File: src/rtl/sobel_pkg.sv
// Constants and line types shared across the Sobel datapath.
// Includes the rounding step of the RGB-to-luma conversion.
package sobel_pkg;

    localparam int PIXEL_W = 8;
    localparam int RGBA_W  = 32;

    localparam logic [7:0]  LUMA_R     = 8'd77;
    localparam logic [7:0]  LUMA_G     = 8'd150;
    localparam logic [7:0]  LUMA_B     = 8'd29;
    localparam logic [15:0] LUMA_ROUND = 16'd128;

    typedef logic [127:0] gray_line_t;
    typedef logic [511:0] rgba_line_t;

    // Peak sum is 65408, so a 16-bit accumulator never wraps.
    function automatic logic [PIXEL_W-1:0] luma_round(
        input logic [15:0] p_r,
        input logic [15:0] p_g,
        input logic [15:0] p_b
    );
        logic [15:0] sum;
        sum = p_r + p_g + p_b + LUMA_ROUND;
        return sum[15:8];
    endfunction

endpackage

File: src/rtl/rgba_to_gray_unit_fifo.sv
// Synchronous FIFO with the head entry driven from storage registers and an
// occupancy count. Push into a full FIFO is accepted only alongside a pop.
module gray_fifo #(
    parameter int WIDTH = 128,
    parameter int DEPTH = 4
) (
    input  logic                       i_clk,
    input  logic                       i_rst,
    input  logic                       i_push,
    input  logic [WIDTH-1:0]           i_data,
    input  logic                       i_pop,
    output logic [WIDTH-1:0]           o_head,
    output logic [$clog2(DEPTH+1)-1:0] o_count
);
    localparam int PTR_W = $clog2(DEPTH);
    localparam int CNT_W = $clog2(DEPTH + 1);

    logic [WIDTH-1:0] r_mem [DEPTH];
    logic [PTR_W-1:0] r_rd_ptr;
    logic [PTR_W-1:0] r_wr_ptr;
    logic [CNT_W-1:0] r_count;
    logic             w_do_push;
    logic             w_do_pop;

    function automatic logic [PTR_W-1:0] next_ptr(input logic [PTR_W-1:0] p);
        return (p == PTR_W'(DEPTH - 1)) ? '0 : p + 1'b1;
    endfunction

    assign w_do_pop  = i_pop && (r_count != '0);
    assign w_do_push = i_push && ((r_count != CNT_W'(DEPTH)) || w_do_pop);

    always_ff @(posedge i_clk) begin
        if (i_rst) begin
            r_rd_ptr <= '0;
            r_wr_ptr <= '0;
            r_count  <= '0;
            for (int i = 0; i < DEPTH; i++) begin
                r_mem[i] <= '0;
            end
        end else begin
            if (w_do_push) begin
                r_mem[r_wr_ptr] <= i_data;
                r_wr_ptr        <= next_ptr(r_wr_ptr);
            end
            if (w_do_pop) begin
                r_rd_ptr <= next_ptr(r_rd_ptr);
            end
            case ({w_do_push, w_do_pop})
                2'b10:   r_count <= r_count + 1'b1;
                2'b01:   r_count <= r_count - 1'b1;
                default: r_count <= r_count;
            endcase
        end
    end

    assign o_head  = r_mem[r_rd_ptr];
    assign o_count = r_count;

endmodule

File: src/rtl/rgba_to_gray_unit.sv
// Converts lines of RGBA pixels to packed 8-bit luma through a two-stage
// pipeline feeding a credit-protected output FIFO.
module rgba_to_gray_unit
    import sobel_pkg::*;
#(
    parameter int PARALLEL_UNITS = 16,
    parameter int FIFO_DEPTH     = 4
) (
    input  logic                                i_clk,
    input  logic                                i_rst,
    input  logic                                i_valid_in,
    output logic                                o_ready_in,
    input  logic [RGBA_W*PARALLEL_UNITS-1:0]    i_data_in,
    output logic                                o_valid_out,
    input  logic                                i_ready_out,
    output logic [PIXEL_W*PARALLEL_UNITS-1:0]   o_data_out,
    output logic                                o_busy
);
    localparam int OUT_W = PIXEL_W * PARALLEL_UNITS;
    localparam int CNT_W = $clog2(FIFO_DEPTH + 1);
    localparam int OCC_W = $clog2(FIFO_DEPTH + 3);

    if (FIFO_DEPTH < 4) begin : g_bad_depth
        $error("rgba_to_gray_unit: FIFO_DEPTH must be at least 4");
    end

    logic              r_s1_valid;
    logic [15:0]       r_s1_prod_r [PARALLEL_UNITS];
    logic [15:0]       r_s1_prod_g [PARALLEL_UNITS];
    logic [15:0]       r_s1_prod_b [PARALLEL_UNITS];
    logic              r_s2_valid;
    logic [OUT_W-1:0]  r_s2_gray;
    logic [CNT_W-1:0]  w_fifo_count;
    logic [OUT_W-1:0]  w_fifo_head;
    logic [OCC_W-1:0]  w_occ;
    logic              w_accept;
    logic              w_pop;
    logic              w_unused_alpha;

    // Credits cover every line between acceptance and the downstream pop.
    assign w_occ = OCC_W'(w_fifo_count) + OCC_W'(r_s1_valid) + OCC_W'(r_s2_valid);

    assign o_ready_in  = !i_rst && (w_occ < OCC_W'(FIFO_DEPTH));
    assign o_valid_out = !i_rst && (w_fifo_count != '0);
    assign o_data_out  = w_fifo_head;
    assign o_busy      = (w_occ != '0);
    assign w_accept    = i_valid_in && o_ready_in;
    assign w_pop       = o_valid_out && i_ready_out;

    always_comb begin
        w_unused_alpha = 1'b0;
        for (int i = 0; i < PARALLEL_UNITS; i++) begin
            w_unused_alpha = w_unused_alpha ^ (^i_data_in[RGBA_W*i+24 +: 8]);
        end
    end

    always_ff @(posedge i_clk) begin
        if (i_rst) begin
            r_s1_valid <= 1'b0;
            r_s2_valid <= 1'b0;
        end else begin
            r_s1_valid <= w_accept;
            r_s2_valid <= r_s1_valid;
        end
    end

    always_ff @(posedge i_clk) begin
        if (w_accept) begin
            for (int i = 0; i < PARALLEL_UNITS; i++) begin
                r_s1_prod_r[i] <= 16'(i_data_in[RGBA_W*i      +: 8]) * 16'(LUMA_R);
                r_s1_prod_g[i] <= 16'(i_data_in[RGBA_W*i + 8  +: 8]) * 16'(LUMA_G);
                r_s1_prod_b[i] <= 16'(i_data_in[RGBA_W*i + 16 +: 8]) * 16'(LUMA_B);
            end
        end
    end

    always_ff @(posedge i_clk) begin
        if (r_s1_valid) begin
            for (int i = 0; i < PARALLEL_UNITS; i++) begin
                r_s2_gray[PIXEL_W*i +: PIXEL_W] <=
                    luma_round(r_s1_prod_r[i], r_s1_prod_g[i], r_s1_prod_b[i]);
            end
        end
    end

    gray_fifo #(
        .WIDTH (OUT_W),
        .DEPTH (FIFO_DEPTH)
    ) u_gray_fifo (
        .i_clk   (i_clk),
        .i_rst   (i_rst),
        .i_push  (r_s2_valid),
        .i_data  (r_s2_gray),
        .i_pop   (w_pop),
        .o_head  (w_fifo_head),
        .o_count (w_fifo_count)
    );

endmodule

File: config.mk
export PLATFORM = sky130hd
export DESIGN_NAME = rgba_to_gray_unit
export DESIGN_NICKNAME = d
export VERILOG_FILES = /design/src/rtl/sobel_pkg.sv /design/src/rtl/rgba_to_gray_unit_fifo.sv /design/src/rtl/rgba_to_gray_unit.sv
export SDC_FILE = /design/constraint.sdc
export NUM_CORES = 2
export LEC_CHECK = 0
export BUFFER_PORTS_ARGS = -buffer_cell sky130_fd_sc_hd__buf_2
export CAP_MARGIN = 20
export CORE_AREA = 5 5 450 452
export CTS_CLUSTER_SIZE = 8
export DETAILED_ROUTE_END_ITERATION = 10
export DIE_AREA = 0 0 455 457
export HOLD_SLACK_MARGIN = 0.12
export PLACE_DENSITY = 0.72
export SLEW_MARGIN = 20
export SYNTH_ARGS = -nofsm -noshare
export SYNTH_HDL_FRONTEND = slang
export SYNTH_HIERARCHICAL = 1
export SYNTH_SLANG_ARGS = --single-unit
File: constraint.sdc
create_clock -name i_clk -period 44 [get_ports i_clk]
set_input_delay 2.2 -clock i_clk [delete_from_list [all_inputs] [get_ports i_clk]]
set_output_delay 2.2 -clock i_clk [all_outputs]
set_load 0.02 [all_outputs]
## Word level (Yosys, flattened, before mapping)

Memories as Yosys holds them, arrays and structs flattened. A register that Yosys moved wholly into a read port is not among the register bits.
Cells that the tools add are included.
W data, S select, Z words.

| word-level totals | value |
|---|---|
| bits in registers | 137 |
| RAM bits | 1,200 |
| input bits | 516 |
| word-level logic and storage cells | 145 |
| memories kept | 4 |

| cells by class | value |
|---|---|
| $add $sub $neg | 54 |
| $mul | 48 |
| magnitude comparators | 1 |
| equality and inequality tests | 5 |
| muxes and demuxes | 15 |
| reduce and logical (&&, ||, !) cells | 12 |

Memories:

| memory | words | bits a word | rd ports | clocked after memory_dff | write ports | RTL line | RTL |
|---|---|---|---|---|---|---|---|
| u_gray_fifo.r_mem | 4 | 128 | 1 | 1 | 4 | rgba_to_gray_unit_fifo.sv:18 | `logic [WIDTH-1:0] r_mem [DEPTH];` |
| r_s1_prod_g | 16 | 15 | 16 | 0 | 16 | rgba_to_gray_unit.sv:29 | `logic [15:0] r_s1_prod_g [PARALLEL_UNITS];` |
| r_s1_prod_r | 16 | 15 | 16 | 0 | 16 | rgba_to_gray_unit.sv:28 | `logic [15:0] r_s1_prod_r [PARALLEL_UNITS];` |
| r_s1_prod_b | 16 | 13 | 16 | 0 | 16 | rgba_to_gray_unit.sv:30 | `logic [15:0] r_s1_prod_b [PARALLEL_UNITS];` |

Operators by type and width:

| cell | number |
|---|---|
| $add A16 B16 Y16 | 32 |
| $mul A8 B7 Y15 const B | 32 |
| $add A16 B8 Y16 const B | 16 |
| $mul A8 B5 Y13 const B | 16 |
| $mux W128 | 1 |
| $reduce_or A128 Y1 | 1 |
| $mux W2 | 5 |
| $mux W1 | 8 |
| $add A3 B1 Y3 | 2 |
| $eq A2 B2 Y1 const B | 3 |
| $logic_and A1 B1 Y1 | 6 |
| $pmux W3 S2 | 1 |
| $reduce_bool A3 Y1 | 2 |
| $add A2 B1 Y2 const B | 2 |
| $add A3 B1 Y3 const B | 1 |
| $lt A3 B3 Y1 const B | 1 |
| $ne A3 B3 Y1 const B | 1 |
| $sub A3 B1 Y3 const B | 1 |
| $eq A2 B1 Y1 const B | 1 |
| $reduce_bool A2 Y1 | 1 |
| $logic_not A1 Y1 | 1 |
| $logic_or A1 B1 Y1 | 1 |

## Logic depth before layout (Yosys ltp)

| depth | value |
|---|---|
| depth after elaboration | 11 |
| depth in mapped cells | 15 |

## Cells and area by module

The synthesis kept the hierarchy.

By module, submodules not included:

| module | times used | cells each | area an instance (sq um) | sequential area each (sq um) |
|---|---|---|---|---|
| rgba_to_gray_unit | 1 | 7,553 | 83,507.6 | 24,543.5 |
| gray_fifo | 1 | 1,293 | 22,494.1 | 15,554.9 |

## Least setup slack after synthesis

No wires, ideal clock.

| path | value |
|---|---|
| path type | register -> register |
| start | reg r_s1_valid |
| end | mem r_s1_prod_b[0][0] (netlist bit) (enable) |
| library setup time | 1,142 ps |
| arrival time | 20,197 ps |
| required time | 42,858 ps |
| setup slack | 22,661 ps |
| stages on the path, launching flop included | 8 |
| buffers on the path | 0 |
| clock period less this slack | 21,339 ps |
| cell sequence | dfxtp_1 inv_1 fa_1 inv_1 ha_1 xor2_1 nor2_1 and2_1 |

RTL lines:

| element | RTL line | RTL |
|---|---|---|
| start: declaration | rgba_to_gray_unit.sv:27 | `logic r_s1_valid;` |
| start signal: assignment | rgba_to_gray_unit.sv:62 | `r_s1_valid <= w_accept;` |
| end: declaration | rgba_to_gray_unit.sv:30 |  |

==> flow_summary.html <==
<table>
<tr><th>Metric</th><th>Value</th></tr>
<tr><th colspan="2">Run status</th></tr>
<tr><td>Outcome</td><td>finished, final reports clean</td></tr>
<tr><th colspan="2">Logic synthesis</th></tr>
<tr><td>Most area-hungry cell type in the Yosys netlist</td><td>edfxtp_1</td></tr>
<tr><td>Cell area after synthesis</td><td>0.106 sq mm</td></tr>
<tr><td>Prevailing post-synth register cell</td><td>edfxtp_1</td></tr>
<tr><td>Most repeated cell in the gate-level netlist after synthesis</td><td>ha_1</td></tr>
<tr><td>Number of synthesized register bits</td><td>1339</td></tr>
<tr><td>Yosys cell types</td><td>82</td></tr>
<tr><td>Share of synthesized flip-flops with an asynchronous set or reset</td><td>0%</td></tr>
<tr><td>Share of the synthesized area in the top cell type</td><td>37.6%</td></tr>
<tr><td>Count of warnings emitted by yosys</td><td>6</td></tr>
<tr><td>Syn Inst Count</td><td>8846</td></tr>
<tr><td>Number of synthesized flops with an enable pin</td><td>1328</td></tr>
<tr><td>Synth cell count leaders</td><td>ha_1 (2003), inv_1 (1819), edfxtp_1 (1328)</td></tr>
<tr><td>Proportion of synthesized chip area in sequential cells</td><td>37.8%</td></tr>
<tr><td>Per-instance average area after synthesis</td><td>12.0 sq um</td></tr>
<tr><td>Net count after synthesis</td><td>12000</td></tr>
<tr><td>Synth area leaders</td><td>edfxtp_1 (38%), ha_1 (24%), fa_1 (12%), inv_1 (6.4%), xnor2_1 (3.3%)</td></tr>
<tr><th colspan="2">Clock network</th></tr>
<tr><td>Clock buffer depth</td><td>3</td></tr>
<tr><td>Clock Sinks</td><td>1339</td></tr>
<tr><td>Total number of H-tree levels</td><td>4</td></tr>
<tr><td>Clock Root Buffer</td><td>clkbuf_16</td></tr>
<tr><td>Number of buffers added by the clock tree synthesis step</td><td>190</td></tr>
<tr><td>Worst skew pair latency</td><td>0.83 ns</td></tr>
<tr><td>Clock tree from TritonCTS</td><td>yes</td></tr>
<tr><td>Setup bufs post-CTS</td><td>0</td></tr>
<tr><td>Number of gates resized after cts</td><td>0</td></tr>
<tr><td>Clock transition time at the flip-flop clock pins of the worst setup and hold paths</td><td>0.05 ns</td></tr>
<tr><td>Cts hold-fix bufs</td><td>0</td></tr>
<tr><th colspan="2">Power</th></tr>
<tr><td>Power after layout</td><td>5.87 mW</td></tr>
<tr><td>Leakage power</td><td>56.4 nW</td></tr>
<tr><td>Peak ir drop on the vdd network</td><td>0.0353 mV</td></tr>
<tr><td>P per Cell Area</td><td>50.1 mW/mm^2</td></tr>
<tr><th colspan="2">Floorplan</th></tr>
<tr><td>Die outline area</td><td>0.208 sq mm</td></tr>
<tr><td>Starting Density</td><td>53.4%</td></tr>
<tr><td>Height of the chip</td><td>457 um</td></tr>
<tr><td>Placeable core area</td><td>0.198 sq mm</td></tr>
<tr><td>Die width</td><td>455 um</td></tr>
<tr><td>Boundary Pins</td><td>647</td></tr>
<tr><td>Cell row count</td><td>164</td></tr>
<tr><th colspan="2">Timing</th></tr>
<tr><td>Max-slew violation total from the final report</td><td>0</td></tr>
<tr><td>Final clock skew</td><td>0.0437 ns</td></tr>
<tr><td>Max transition margin</td><td>28.8%</td></tr>
<tr><td>Final Cycle Share</td><td>14.7%</td></tr>
<tr><td>Final hold violation count</td><td>0</td></tr>
<tr><td>Shortest clock period the worst path allows after layout</td><td>6.46 ns</td></tr>
<tr><td>Unrepaired setup endpoints after global routing</td><td>no</td></tr>
<tr><td>Aggregate negative setup slack</td><td>0 ns</td></tr>
<tr><td>Setup violations, final</td><td>0</td></tr>
<tr><td>Transition time of the tightest slew-check pin</td><td>1.07 ns</td></tr>
<tr><td>FMAX</td><td>155 MHz</td></tr>
<tr><th colspan="2">Route</th></tr>
<tr><td>Drt drc</td><td>0</td></tr>
<tr><td>Wirelength per Cell</td><td>18.1 um</td></tr>
<tr><td>Wire length after detailed routing</td><td>221000 um</td></tr>
<tr><td>Via-to-Cell Ratio</td><td>5.27</td></tr>
<tr><td>Initial detailed-routing violation count</td><td>3044</td></tr>
<tr><td>1st-pass router iterations</td><td>6</td></tr>
<tr><td>Number of nets with antenna violations after detailed routing</td><td>0</td></tr>
<tr><td>Vias post-DR</td><td>64500</td></tr>
<tr><th colspan="2">GRT</th></tr>
<tr><td>Number of antenna violations at the first check in global routing</td><td>27</td></tr>
<tr><td>Overall global routing resource usage</td><td>21.6%</td></tr>
<tr><td>First-pass GRT wire length</td><td>358000 um</td></tr>
<tr><td>Vias in the first global route</td><td>69200</td></tr>
<tr><td>Sum of overflow across all layers after global routing</td><td>0</td></tr>
<tr><td>Maximum number of pins on one net before global-route repair</td><td>170</td></tr>
<tr><th colspan="2">Layout</th></tr>
<tr><td>Area occupied by multi-input gates</td><td>0.0586 sq mm</td></tr>
<tr><td>Proportion of layout cells with a drive suffix above 1</td><td>9.82%</td></tr>
<tr><td>Signed area change from the synthesized netlist to the final layout</td><td>10.4%</td></tr>
<tr><td>FILL cells</td><td>15900</td></tr>
<tr><td>FF/Latch Area</td><td>0.0401 sq mm</td></tr>
<tr><td>Final nets</td><td>12600</td></tr>
<tr><th colspan="2">Place</th></tr>
<tr><td>Port buffer count</td><td>518</td></tr>
<tr><td>Routability cong.</td><td>0.851</td></tr>
<tr><td>Placed wire-length estimate</td><td>170000 um</td></tr>
<tr><th colspan="2">Setup path</th></tr>
<tr><td>Required arrival time at the worst endpoint</td><td>44.44 ns</td></tr>
<tr><td>Type of the worst setup path</td><td>reg -&gt; reg</td></tr>
<tr><td>Critical path startpoint category</td><td>flop</td></tr>
<tr><td>Crit path arrival time</td><td>6.89 ns</td></tr>
<tr><td>Maximum fanout along the worst path</td><td>169</td></tr>
<tr><td>CP endpoint kind</td><td>flop</td></tr>
<tr><th colspan="2">Min path</th></tr>
<tr><td>Path category of the worst min-delay check</td><td>reg -&gt; reg</td></tr>
<tr><th colspan="2">Flow run</th></tr>
<tr><td>Maximum capacitance violations</td><td>0</td></tr>
</table>
==> cell families after synthesis <==
kind of cell | count (synthesis) | share of synthesized area [%]
simple gates | 1355 | 6.89
mux | 134 | 2.78
flops | 1339 | 37.8
buf+inv | 1905 | 6.94
compound gates | 943 | 5.80
xor+xnor | 557 | 4.60
fa+ha+maj | 2613 | 35.2
==> layout by cell type, fill, tap and decap left out, types with 110 or more instances in the layout <==
master,synthesis,layout
nand2_1,130,130
nor2_1,327,327
clkbuf_16,0,190
xnor2_1,401,400
a21o_1,158,158
xor2_1,156,156
buf_2,17,518
fa_1,610,610
o21ai_0,129,129
mux4_2,128,128
ha_1,2003,2003
nor3_1,110,110
edfxtp_1,1328,1328
a21oi_1,329,329
inv_1,1819,1819
and2_1,520,519
==> stage by stage <==
step                worst slack, ns  hold slack (ns)  cells  util [%]  area (sq um)
floorplan                     22.66            0.487   8846         -        106000
global placement              36.90            0.513  12000      56.3        112000
detailed placement            36.77            0.537  12000      56.3        112000
CTS                           37.53            0.544  12200      59.0        117000
global route                  37.13            0.585  12200      59.0        117000
finish                        37.54            0.553  12200      59.0        117000
==> path summary, 6_finish.rpt <==
kind / start / endpoint / slack, ns / cells after the start
worst max-delay path: r_s1_valid$_SDFF_PP0_ / r_s1_prod_r[1][72]$_DFFE_PP_ / 37.54 / 11
worst min-delay path: u_gray_fifo/r_rd_ptr[0]$_SDFFE_PP0N_ / flop / 0.55 / 2
worst max register to register: r_s1_valid$_SDFF_PP0_ / r_s1_prod_r[1][72]$_DFFE_PP_ / 37.54 / 11
worst min register to register: u_gray_fifo/r_rd_ptr[0]$_SDFFE_PP0N_ / flop / 0.55 / 2
==> final cells by class <==
| class | instances | share of cell area (%) |
|---|---|---|
| antenna | 18 | 0.0385 |
| clock buffer | 223 | 4.17 |
| clock inverter | 29 | 0.357 |
| inverter | 1819 | 5.83 |
| multi-input combinational | 5602 | 50.1 |
| sequential | 1339 | 34.3 |
| tap | 2656 | 2.84 |
| timing repair buffer | 546 | 2.42 |
==> worst max-delay path: stages (launching register included) <==
cell and delay (ns):
dfxtp_4 0.72, inv_1 0.18, fa_1 0.44, inv_1 0.06
ha_1 0.14, xor2_1 0.10, nor2_1 0.19, and2_4 0.63
buf_12 0.62, buf_4 0.71, buf_4 0.84, buf_4 0.88
==> routing by layer <==
layer / global-route usage (%) / share of wire (%)
met1: 27.1 / 43
met2: 37.9 / 49
met5: 0 / 0.031
met3: 3.59 / 4.4
met4: 7.10 / 3.4
==> report_power, final <==
group / switching [mW] / total [mW] / internal [mW]
clock network: 0.555 / 1.33 / 0.776
registers: 0.0885 / 1.87 / 1.79
logic: 1.51 / 2.66 / 1.15
total: 2.15 / 5.87 / 3.71
==> sequential cells by signal (all words and copies together), names as in the netlist, named ones only <==
signal / count
u_gray_fifo/r_mem: 512
u_gray_fifo/r_wr_ptr: 2
r_s1_prod_b: 208
r_s1_valid: 1
r_s2_gray: 128
u_gray_fifo/r_rd_ptr: 2
u_gray_fifo/o_count: 3
r_s1_prod_g: 240
r_s1_prod_r: 240
r_s2_valid: 1
Note: power is estimated with default switching activity, not from simulation.
